File: config.mk
export PLATFORM = sky130hd
export DESIGN_NAME = stopwatch_time_fmt_flat
export DESIGN_NICKNAME = d
export VERILOG_FILES = /design/src/rtl/stopwatch_time_fmt_if.sv /design/src/rtl/stopwatch_time_fmt.sv /design/src/flat_wrapper.sv
export SDC_FILE = /design/constraint.sdc
export NUM_CORES = 1
export LEC_CHECK = 0
export CAP_MARGIN = 10
export CORE_ASPECT_RATIO = 1.4
export CORE_MARGIN = 2
export CORE_UTILIZATION = 30
export CTS_BUF_LIST = sky130_fd_sc_hd__clkbuf_8
export CTS_CLUSTER_DIAMETER = 150
export DETAILED_ROUTE_END_ITERATION = 7
export PLACE_DENSITY = 0.54
export SLEW_MARGIN = 20
export SYNTH_ARGS = -nofsm -noshare
export SYNTH_HDL_FRONTEND = slang
export SYNTH_SLANG_ARGS = --single-unit
File: constraint.sdc
create_clock -name clk -period 26.6 [get_ports clk]
set_input_delay 6.65 -clock clk [delete_from_list [all_inputs] [get_ports clk]]
set_output_delay 6.65 -clock clk [all_outputs]
set_load 0.1 [all_outputs]
File: src/rtl/stopwatch_time_fmt_if.sv
// Bus between the stopwatch counter/display stage and the time formatter.
interface stopwatch_time_fmt_if;
    logic [31:0] count_in;
    logic        conv_req;
    logic        busy;
    logic        valid;
    logic [3:0]  min_tens;
    logic [3:0]  min_ones;
    logic [3:0]  sec_tens;
    logic [3:0]  sec_ones;
    logic [3:0]  cs_tens;
    logic [3:0]  cs_ones;
    logic        overflow;

    modport master (
        output count_in, conv_req,
        input  busy, valid, min_tens, min_ones, sec_tens, sec_ones,
               cs_tens, cs_ones, overflow
    );

    modport slave (
        input  count_in, conv_req,
        output busy, valid, min_tens, min_ones, sec_tens, sec_ones,
               cs_tens, cs_ones, overflow
    );
endinterface

File: src/rtl/stopwatch_time_fmt.sv
// Tick count to MM:SS.cc BCD formatter. Six back-to-back restoring divisions
// (32 cycles each) share one divider; digits are committed all at once.
module stopwatch_time_fmt #(
    parameter logic [31:0] TICKS_PER_CS = 32'd1000000
) (
    input  logic                 clk,
    input  logic                 rst,
    stopwatch_time_fmt_if.slave  bus
);
    typedef enum logic {S_IDLE, S_DIV} state_t;

    state_t      r_state, w_state_nxt;
    logic [2:0]  r_k;
    logic [4:0]  r_bit;
    logic [31:0] r_dvd;
    logic [31:0] r_quo;
    logic [32:0] r_rem;
    logic [31:0] r_min, r_sec, r_cs;
    logic [3:0]  r_mt, r_mo, r_st, r_so;
    logic [3:0]  r_o_mt, r_o_mo, r_o_st, r_o_so, r_o_ct, r_o_co;
    logic        r_o_ovf, r_valid;

    logic [31:0] w_dvsr;
    logic [32:0] w_shift, w_rem_nxt;
    logic [31:0] w_quo_nxt;
    logic        w_ge, w_accept, w_done, w_busy;
    logic        w_unused;

    assign w_accept = (r_state == S_IDLE) && bus.conv_req;
    assign w_done   = (r_state == S_DIV) && (r_bit == 5'd0) && (r_k == 3'd5);
    // remainder is always < divisor, so the top bit never carries into the shift
    assign w_unused = r_rem[32];

    // divisor for the current division step
    always_comb begin
        w_dvsr = 32'd10;
        case (r_k)
            3'd0:    w_dvsr = TICKS_PER_CS;
            3'd1:    w_dvsr = 32'd6000;
            3'd2:    w_dvsr = 32'd100;
            default: w_dvsr = 32'd10;
        endcase
    end

    // one restoring-division step: shift in next dividend bit, trial subtract
    always_comb begin
        w_shift   = {r_rem[31:0], r_dvd[r_bit]};
        w_ge      = (w_shift >= {1'b0, w_dvsr});
        w_rem_nxt = w_ge ? (w_shift - {1'b0, w_dvsr}) : w_shift;
        w_quo_nxt = r_quo | ({31'd0, w_ge} << r_bit);
    end

    // FSM state register
    always_ff @(posedge clk or posedge rst) begin
        if (rst) r_state <= S_IDLE;
        else     r_state <= w_state_nxt;
    end

    // FSM next-state logic
    always_comb begin
        w_state_nxt = r_state;
        case (r_state)
            S_IDLE:  if (bus.conv_req) w_state_nxt = S_DIV;
            S_DIV:   if (w_done)       w_state_nxt = S_IDLE;
            default: w_state_nxt = S_IDLE;
        endcase
    end

    // FSM outputs
    always_comb begin
        w_busy = (r_state == S_DIV);
    end

    // divider datapath, intermediate results and committed digits
    always_ff @(posedge clk or posedge rst) begin
        if (rst) begin
            r_k     <= 3'd0;
            r_bit   <= 5'd31;
            r_dvd   <= 32'd0;
            r_quo   <= 32'd0;
            r_rem   <= 33'd0;
            r_min   <= 32'd0;
            r_sec   <= 32'd0;
            r_cs    <= 32'd0;
            r_mt    <= 4'd0;
            r_mo    <= 4'd0;
            r_st    <= 4'd0;
            r_so    <= 4'd0;
            r_o_mt  <= 4'd0;
            r_o_mo  <= 4'd0;
            r_o_st  <= 4'd0;
            r_o_so  <= 4'd0;
            r_o_ct  <= 4'd0;
            r_o_co  <= 4'd0;
            r_o_ovf <= 1'b0;
            r_valid <= 1'b0;
        end else begin
            r_valid <= 1'b0;
            if (w_accept) begin
                r_dvd <= bus.count_in;
                r_k   <= 3'd0;
                r_bit <= 5'd31;
                r_rem <= 33'd0;
                r_quo <= 32'd0;
            end else if (r_state == S_DIV) begin
                if (r_bit != 5'd0) begin
                    r_rem <= w_rem_nxt;
                    r_quo <= w_quo_nxt;
                    r_bit <= r_bit - 5'd1;
                end else begin
                    // last bit: hand the result to the next division
                    r_rem <= 33'd0;
                    r_quo <= 32'd0;
                    r_bit <= 5'd31;
                    r_k   <= r_k + 3'd1;
                    case (r_k)
                        3'd0: r_dvd <= w_quo_nxt;
                        3'd1: begin
                            r_min <= w_quo_nxt;
                            r_dvd <= w_rem_nxt[31:0];
                        end
                        3'd2: begin
                            r_sec <= w_quo_nxt;
                            r_cs  <= w_rem_nxt[31:0];
                            r_dvd <= r_min;
                        end
                        3'd3: begin
                            // meaningless when minutes > 99; masked by saturation
                            r_mt  <= w_quo_nxt[3:0];
                            r_mo  <= w_rem_nxt[3:0];
                            r_dvd <= r_sec;
                        end
                        3'd4: begin
                            r_st  <= w_quo_nxt[3:0];
                            r_so  <= w_rem_nxt[3:0];
                            r_dvd <= r_cs;
                        end
                        default: begin
                            r_k     <= 3'd0;
                            r_valid <= 1'b1;
                            if (r_min > 32'd99) begin
                                r_o_mt  <= 4'd9;
                                r_o_mo  <= 4'd9;
                                r_o_st  <= 4'd5;
                                r_o_so  <= 4'd9;
                                r_o_ct  <= 4'd9;
                                r_o_co  <= 4'd9;
                                r_o_ovf <= 1'b1;
                            end else begin
                                r_o_mt  <= r_mt;
                                r_o_mo  <= r_mo;
                                r_o_st  <= r_st;
                                r_o_so  <= r_so;
                                r_o_ct  <= w_quo_nxt[3:0];
                                r_o_co  <= w_rem_nxt[3:0];
                                r_o_ovf <= 1'b0;
                            end
                        end
                    endcase
                end
            end
        end
    end

    assign bus.busy     = w_busy;
    assign bus.valid    = r_valid;
    assign bus.min_tens = r_o_mt;
    assign bus.min_ones = r_o_mo;
    assign bus.sec_tens = r_o_st;
    assign bus.sec_ones = r_o_so;
    assign bus.cs_tens  = r_o_ct;
    assign bus.cs_ones  = r_o_co;
    assign bus.overflow = r_o_ovf;
endmodule

File: src/flat_wrapper.sv
// flat-port wrapper written by rule: the top's interface ports become plain ports
module stopwatch_time_fmt_flat 
#(
    parameter logic [31:0] TICKS_PER_CS = 32'd1000000
)
  (clk, rst, bus_count_in, bus_conv_req, bus_busy, bus_valid, bus_min_tens, bus_min_ones, bus_sec_tens, bus_sec_ones, bus_cs_tens, bus_cs_ones, bus_overflow);
  stopwatch_time_fmt_if bus_i ();
  input  logic clk;
  input  logic rst;
  input wire logic [$bits(bus_i.count_in)-1:0] bus_count_in;
  input wire logic [$bits(bus_i.conv_req)-1:0] bus_conv_req;
  output wire logic [$bits(bus_i.busy)-1:0] bus_busy;
  output wire logic [$bits(bus_i.valid)-1:0] bus_valid;
  output wire logic [$bits(bus_i.min_tens)-1:0] bus_min_tens;
  output wire logic [$bits(bus_i.min_ones)-1:0] bus_min_ones;
  output wire logic [$bits(bus_i.sec_tens)-1:0] bus_sec_tens;
  output wire logic [$bits(bus_i.sec_ones)-1:0] bus_sec_ones;
  output wire logic [$bits(bus_i.cs_tens)-1:0] bus_cs_tens;
  output wire logic [$bits(bus_i.cs_ones)-1:0] bus_cs_ones;
  output wire logic [$bits(bus_i.overflow)-1:0] bus_overflow;
  assign bus_i.count_in = bus_count_in;
  assign bus_i.conv_req = bus_conv_req;
  assign bus_busy = bus_i.busy;
  assign bus_valid = bus_i.valid;
  assign bus_min_tens = bus_i.min_tens;
  assign bus_min_ones = bus_i.min_ones;
  assign bus_sec_tens = bus_i.sec_tens;
  assign bus_sec_ones = bus_i.sec_ones;
  assign bus_cs_tens = bus_i.cs_tens;
  assign bus_cs_ones = bus_i.cs_ones;
  assign bus_overflow = bus_i.overflow;
  stopwatch_time_fmt #(.TICKS_PER_CS(TICKS_PER_CS)) u_core (.clk(clk), .rst(rst), .bus(bus_i));
endmodule
After elaboration in Yosys (flattened, before gate mapping)
Index checks and enable logic that the tools add are counted.
Operators by class
  order comparisons: 3
  div/mod/pow operators: 0
  $add $sub $neg: 3
  multiplexer cells: 35
  bitwise gates (word level): 5
  reduce and logical (&&, ||, !) cells: 16
  shift-type cells: 1
  equal/unequal tests: 6
  $mul: 0
Operators by type and width (count)
  2-to-1 mux 32 bit: 10
  case mux 32 bit (5 select lines): 1
  case mux 20 bit (3 select lines): 1
  greater-or-equal comparator 33 x 20 -> 1 bit: 1
  > comparator 32 x 7 -> 1 bit, second input constant: 1
  bitwise OR 32 bit: 1
  << shifter 1 x 5 -> 32 bit: 1
  subtractor 32 x 20 -> 32 bit: 1
  2-to-1 mux 4 bit: 6
  AND reduction 4 bit: 5
  2-to-1 mux 5 bit: 3
  2-to-1 mux 3 bit: 4
  2-to-1 mux 1 bit: 8
  == test 3 x 2 -> 1 bit, second input constant: 2
  == test 3 bit, second input constant: 2
  < comparator 5 x 6 -> 1 bit, second input constant: 1
  nonzero test 6 bit: 1
  binary-select mux 1 bit (select 5 bit): 1
  zero test 5 bit: 1
  nonzero test 5 bit: 1
  OR reduction 5 bit: 1
  subtractor 5 x 1 -> 5 bit, second input constant: 1
  inverter 1 bit: 4
  adder 3 x 1 -> 3 bit, second input constant: 1
  other kinds (8): 10
Storage, ports and cells
  memories: 0
  bits in registers: 243
  output and inout port bits: 27
  ROM bits: 0
  bits in latches: 0
  input port bits: 35
  RAM bits: 0
  word-level logic and storage cells: 90

Longest topological paths before layout
  depth after elaboration: 9
  depth in mapped cells: 20
  gate-level depth less buffers: 16

Least setup slack after synthesis
Ideal clock, no wire load.
  path kind: input port to flip-flop
  start: input bus_conv_req
  end: register u_core.r_dvd[13]
  data required time: 26.517 ns
  path slack: 18.724 ns
  stages on the path: 6
  arrival: 7.793 ns
  buffers on the path: 3
  setup time: 0.083 ns
  cells stage by stage: nor2b_1 clkbuf_1 clkbuf_1 clkbuf_1 a21oi_1 o21ai_0
On the way
  longest elaborated chain between the ends: 3
  elaborated cells on any way between the ends: 6
  classes of those cells: eq/ne (1); mux (1); reduce/logical (4)
RTL lines
  from (decl): RTL line flat_wrapper.sv:11  | input wire logic [$bits(bus_i.conv_req)-1:0] bus_conv_req;
  logical AND 1 bit *: RTL line stopwatch_time_fmt.sv:29  | assign w_accept = (r_state == S_IDLE) && bus.conv_req;
  nonzero test 6 bit (no line), or another cell as far along
  AND reduction 3 bit (no line)
  to (signal assigned): RTL line stopwatch_time_fmt.sv:100  | r_dvd <= bus.count_in;
  to (signal assigned): RTL line stopwatch_time_fmt.sv:117  | 3'd0: r_dvd <= w_quo_nxt;
  to (signal assigned): RTL line stopwatch_time_fmt.sv:120  | r_dvd <= w_rem_nxt[31:0];
  to (decl): RTL line stopwatch_time_fmt.sv:15  | logic [31:0] r_dvd;
Mark *: on every way between the ends. The rest lies on a longest branch, timed or not.
A chain may end at the register's enable or synchronous reset.

Final worst setup path
  start: register u_core.r_state (netlist: u_core.bus.busy)
  end: output bus_busy
RTL lines
  from (decl): RTL line stopwatch_time_fmt.sv:12  | state_t r_state, w_state_nxt;
  from (signal assigned): RTL line stopwatch_time_fmt.sv:56  | else r_state <= w_state_nxt;
  to (decl): RTL line flat_wrapper.sv:12  | output wire logic [$bits(bus_i.busy)-1:0] bus_busy;
No word-level cell between the ends.

==> metrics.csv <==
stage,metric,value,unit
timing,setup TNS,0,ns
worst_setup_path,reg2reg end,u_core.r_dvd[2],
clocking,clock sink count,243,
placement,RD Place Congestion,0.930,
yosys,YS warnings,0,
floorplan,Core Footprint,39400,µm²
drt,post-route ant nets,0,
floorplan,num rows,86,
clocking,CTS tree,done,
yosys,ys flop type,dfrtp_1,
min_path,Hold Path Class,reg -> reg,
timing,worst rel slew slack,26.2,%
yosys,asr flop ratio synth,100,%
worst_setup_path,crit path DAT,2.49,ns
drt,detailed-route via count,10400,
placement,IO Port Bufs,61,
min_path,Worst Hold End,u_core.bus.min_ones[0],
pwr,Internal,1.01,mW
yosys,top post-synthesis cells by count,"238 x dfrtp_1, 203 x nand2_1, 179 x o21ai_0",
worst_setup_path,Worst Setup Start Kind,flip-flop,
worst_setup_path,reg-to-reg critical path startpoint,u_core.r_k[1],
pwr,Comb power frac,51.2,%
floorplan,Vert. Die Dim,240,µm
timing,Final setup viols,0,
worst_setup_path,CP startpoint,u_core.bus.busy,
grt,total track usage,20.4,%
clocking,CTS Buf Count,40,
timing,Slew Limit Fails,0,
yosys,Synth Area in Adders,2.15,%
clocking,CTS HTree Levels,2,
yosys,most common cell in the netlist,dfrtp_1,
yosys,Post-Synthesis Mean Instance Area,9.45,µm²
yosys,Yosys top cell by area,dfrtp_1,
clocking,"Clk Latency, worst-skew pair",0.57,ns
grt,global-route wire length before repair,64300,µm
timing,Final min period,9.14,ns
grt,total congestion overflow,0,
yosys,Syn Inst Count,1268,
clocking,clock tree buffer depth,3,
worst_setup_path,Critical-path top delay cell,clkdlybuf4s50_1,
drt,vias per std cell,5.57,
worst_setup_path,kind of critical path,reg -> out,
yosys,xor-xnor portion of the synthesized cell area,1.83,%
floorplan,Die ar.,41600,µm²
outcome,outcome,finished clean,
drt,TritonRoute pass-1 iters,6,
final_layout,final core occ,35.1,%
grt,number of global-route vias before repair,10100,
worst_setup_path,CP bufs+invs,1,
timing,Fmax,0.109,GHz
yosys,multiplexer area fraction after synthesis,2.66,%
yosys,Compound-Gate Fraction of Synth Area,24.4,%
timing,worst slew pin tran,1.10,ns
worst_setup_path,"Largest delay share family, worst path",buffers and inverters,
final_layout,layout cells sized above 1,9.26,%
yosys,largest family of logic cells by synthesized area,compound AO/OA/AOI/OAI gates,
grt,antenna violations before repair,0,
final_layout,Area Overhead vs Synth,15.5,%
clocking,post-CTS sizing,0,
job,max_cap viols,0,
final_layout,final net count,1356,
yosys,post-synthesis register bit count,243,
clocking,root buffer cell,clkbuf_8,
yosys,syn_nets,1323,
pwr,Reg power frac,32.7,%
pwr,pwr dens,142,nW/µm²
yosys,Synth area leaders,"dfrtp_1 50%, o21ai_0 7.5%, nand2_1 6.4%, a21oi_1 4.1%, nor2_1 3.1%",
timing,Final Cycle Share,34.4,%
pwr,NetSw,0.957,mW
worst_setup_path,max incr delay on CP,1.24,ns
drt,DR WL/cell,23.1,µm
yosys,Synth Cell Area,12000,µm²
pwr,Max VDD drop,0.0462,mV
floorplan,starting density of the core,30.4,%
drt,"wirelength, routed",42900,µm
yosys,Post-synth EDFFs,0,
worst_setup_path,Max Fanout on Critical Path,14,
worst_setup_path,nature of the critical path endpoint,primary output,
pwr,static leakage,5.88,nW
yosys,Yosys top cell area share,49.7,%
clocking,hold bufs inserted after CTS,0,
placement,Detail Placement HPWL,29800,µm
clocking,Clock transition at path regs,0.06,ns
drt,initial DRC count,1076,
drt,DRC,0,
grt,largest net degree at the start of global routing,120,
min_path,hold-critical path depth,1,
worst_setup_path,crit-path cells,clkdlybuf4s50_1,
floorplan,die width,173,µm
min_path,Hold Startpoint,u_core.r_mo[0],
worst_setup_path,R2R cell count,15,
floorplan,I/O Pins,62,
yosys,Cell variety after synth,75,
yosys,Simple-Gate Fraction of Synth Area,14.5,%
worst_setup_path,Worst R2R Setup Slack,21.04,ns
clocking,Post CTS Setup Buffer Count,0,
timing,RSZ-0062 raised after global routing,no,
pwr,Net Sw Frac,48.6,%
timing,Final Hold Viols,0,
yosys,post-synthesis sequential area ratio,50.8,%
timing,clock skew,0.0224,ns
worst_setup_path,Worst EP required,19.95,ns
pwr,Clock power frac,16.2,%
[state kept, by name (all words and copies together) (netlist names), 5 cells and up]
register,flops
u_core.r_rem,32
u_core.r_cs,32
u_core.r_quo,32
u_core.r_dvd,32
u_core.r_bit,5
u_core.r_min,32
u_core.r_sec,32
[worst max-delay path by stage]
stage | to | slack (ns) | depth (start not counted)
4_1_cts | bus_busy | 17.44 | 1
3_3_place_gp | u_core.r_min[27] | 17.03 | 4
5_1_grt | u_core.r_cs[21] | 17.28 | 4
6_report | bus_busy | 17.46 | 1
2_1_floorplan | u_core.bus.busy | 13.29 | 1
3_5_place_dp | u_core.r_sec[27] | 17.02 | 4
[through the flow]
stage	total power [mW]	std cells	cell area (µm²)	setup slack, ns	hold WS (ns)
floorplan	1.28	1268	12000	13.29	0.442
global placement	1.63	1787	13100	17.03	0.459
detailed placement	1.64	1787	13100	17.02	0.464
CTS	1.97	1857	13800	17.44	0.479
global route	2.09	1857	13800	17.28	0.487
finish	1.97	1858	13800	17.46	0.478
[cell type report]
| class | count | area (µm²) |
|---|---|---|
| Timing Repair Buffer | 80 | 753 |
| Tap cell | 528 | 661 |
| Clock buffer | 48 | 661 |
| Inverter | 19 | 78.8 |
| Clock inverter | 22 | 98.8 |
| Multi-Input combinational cell | 917 | 5500 |
| Sequential cell | 243 | 6090 |
| Antenna cell | 1 | 2.50 |
| Fill cell | 4126 | 25500 |
[metal layers]
metal  track usage (%)  part of all wire, %  up-vias
li1                  -                    -     4686
met1              23.6                   39     5192
met2              36.6                   51      364
met3              2.62                  4.5      114
met4              10.7                  5.5        0
met5                 0                    0        -
[placed cells by master, fill, tap and decap left out, drive strengths merged, types with 7 or more instances in the layout]
cell,netlist,final
or3,8,8
nand2,204,204
a22oi,9,9
nor4,8,8
o21a,7,7
a222oi,27,27
dfrtp,238,238
mux2i,12,12
o211ai,9,9
a31oi,16,16
a21o,7,7
xor2,9,9
ha,19,19
nor3,11,11
nand3,14,14
xnor2,16,16
clkdlybuf4s50,0,61
and3,11,11
o21ai,180,180
a221oi,16,16
buf,12,19
mux2,7,7
a22o,11,11
nor2,98,98
o22ai,7,7
nand2b,7,7
clkinv,1,8
o22a,10,10
a21oi,98,98
inv,18,31
clkbuf,77,48
[power groups by stage]
stage	clock, mW	sequential (mW)	combinational (mW)
finish	0.319	0.643	1.01
global route	0.341	0.659	1.09
CTS	0.328	0.640	1.00
detailed placement	0	0.644	1.00
global placement	0	0.642	0.989
floorplan	0	0.644	0.636
[cells by family (layout without fill, tap and decap cells)]
logic type                 count (synthesis)  in the layout
and+or+nand+nor                          396            396
other                                      0              1
DFF                                      243            243
xor gates and xnor gates                  25             25
buffers and inverters                    108            169
adders and majority gates                 20             20
muxes                                     24             24
AOI/OAI and AO/OA                        452            452
No activity file was read; power rests on OpenSTA's default activity.
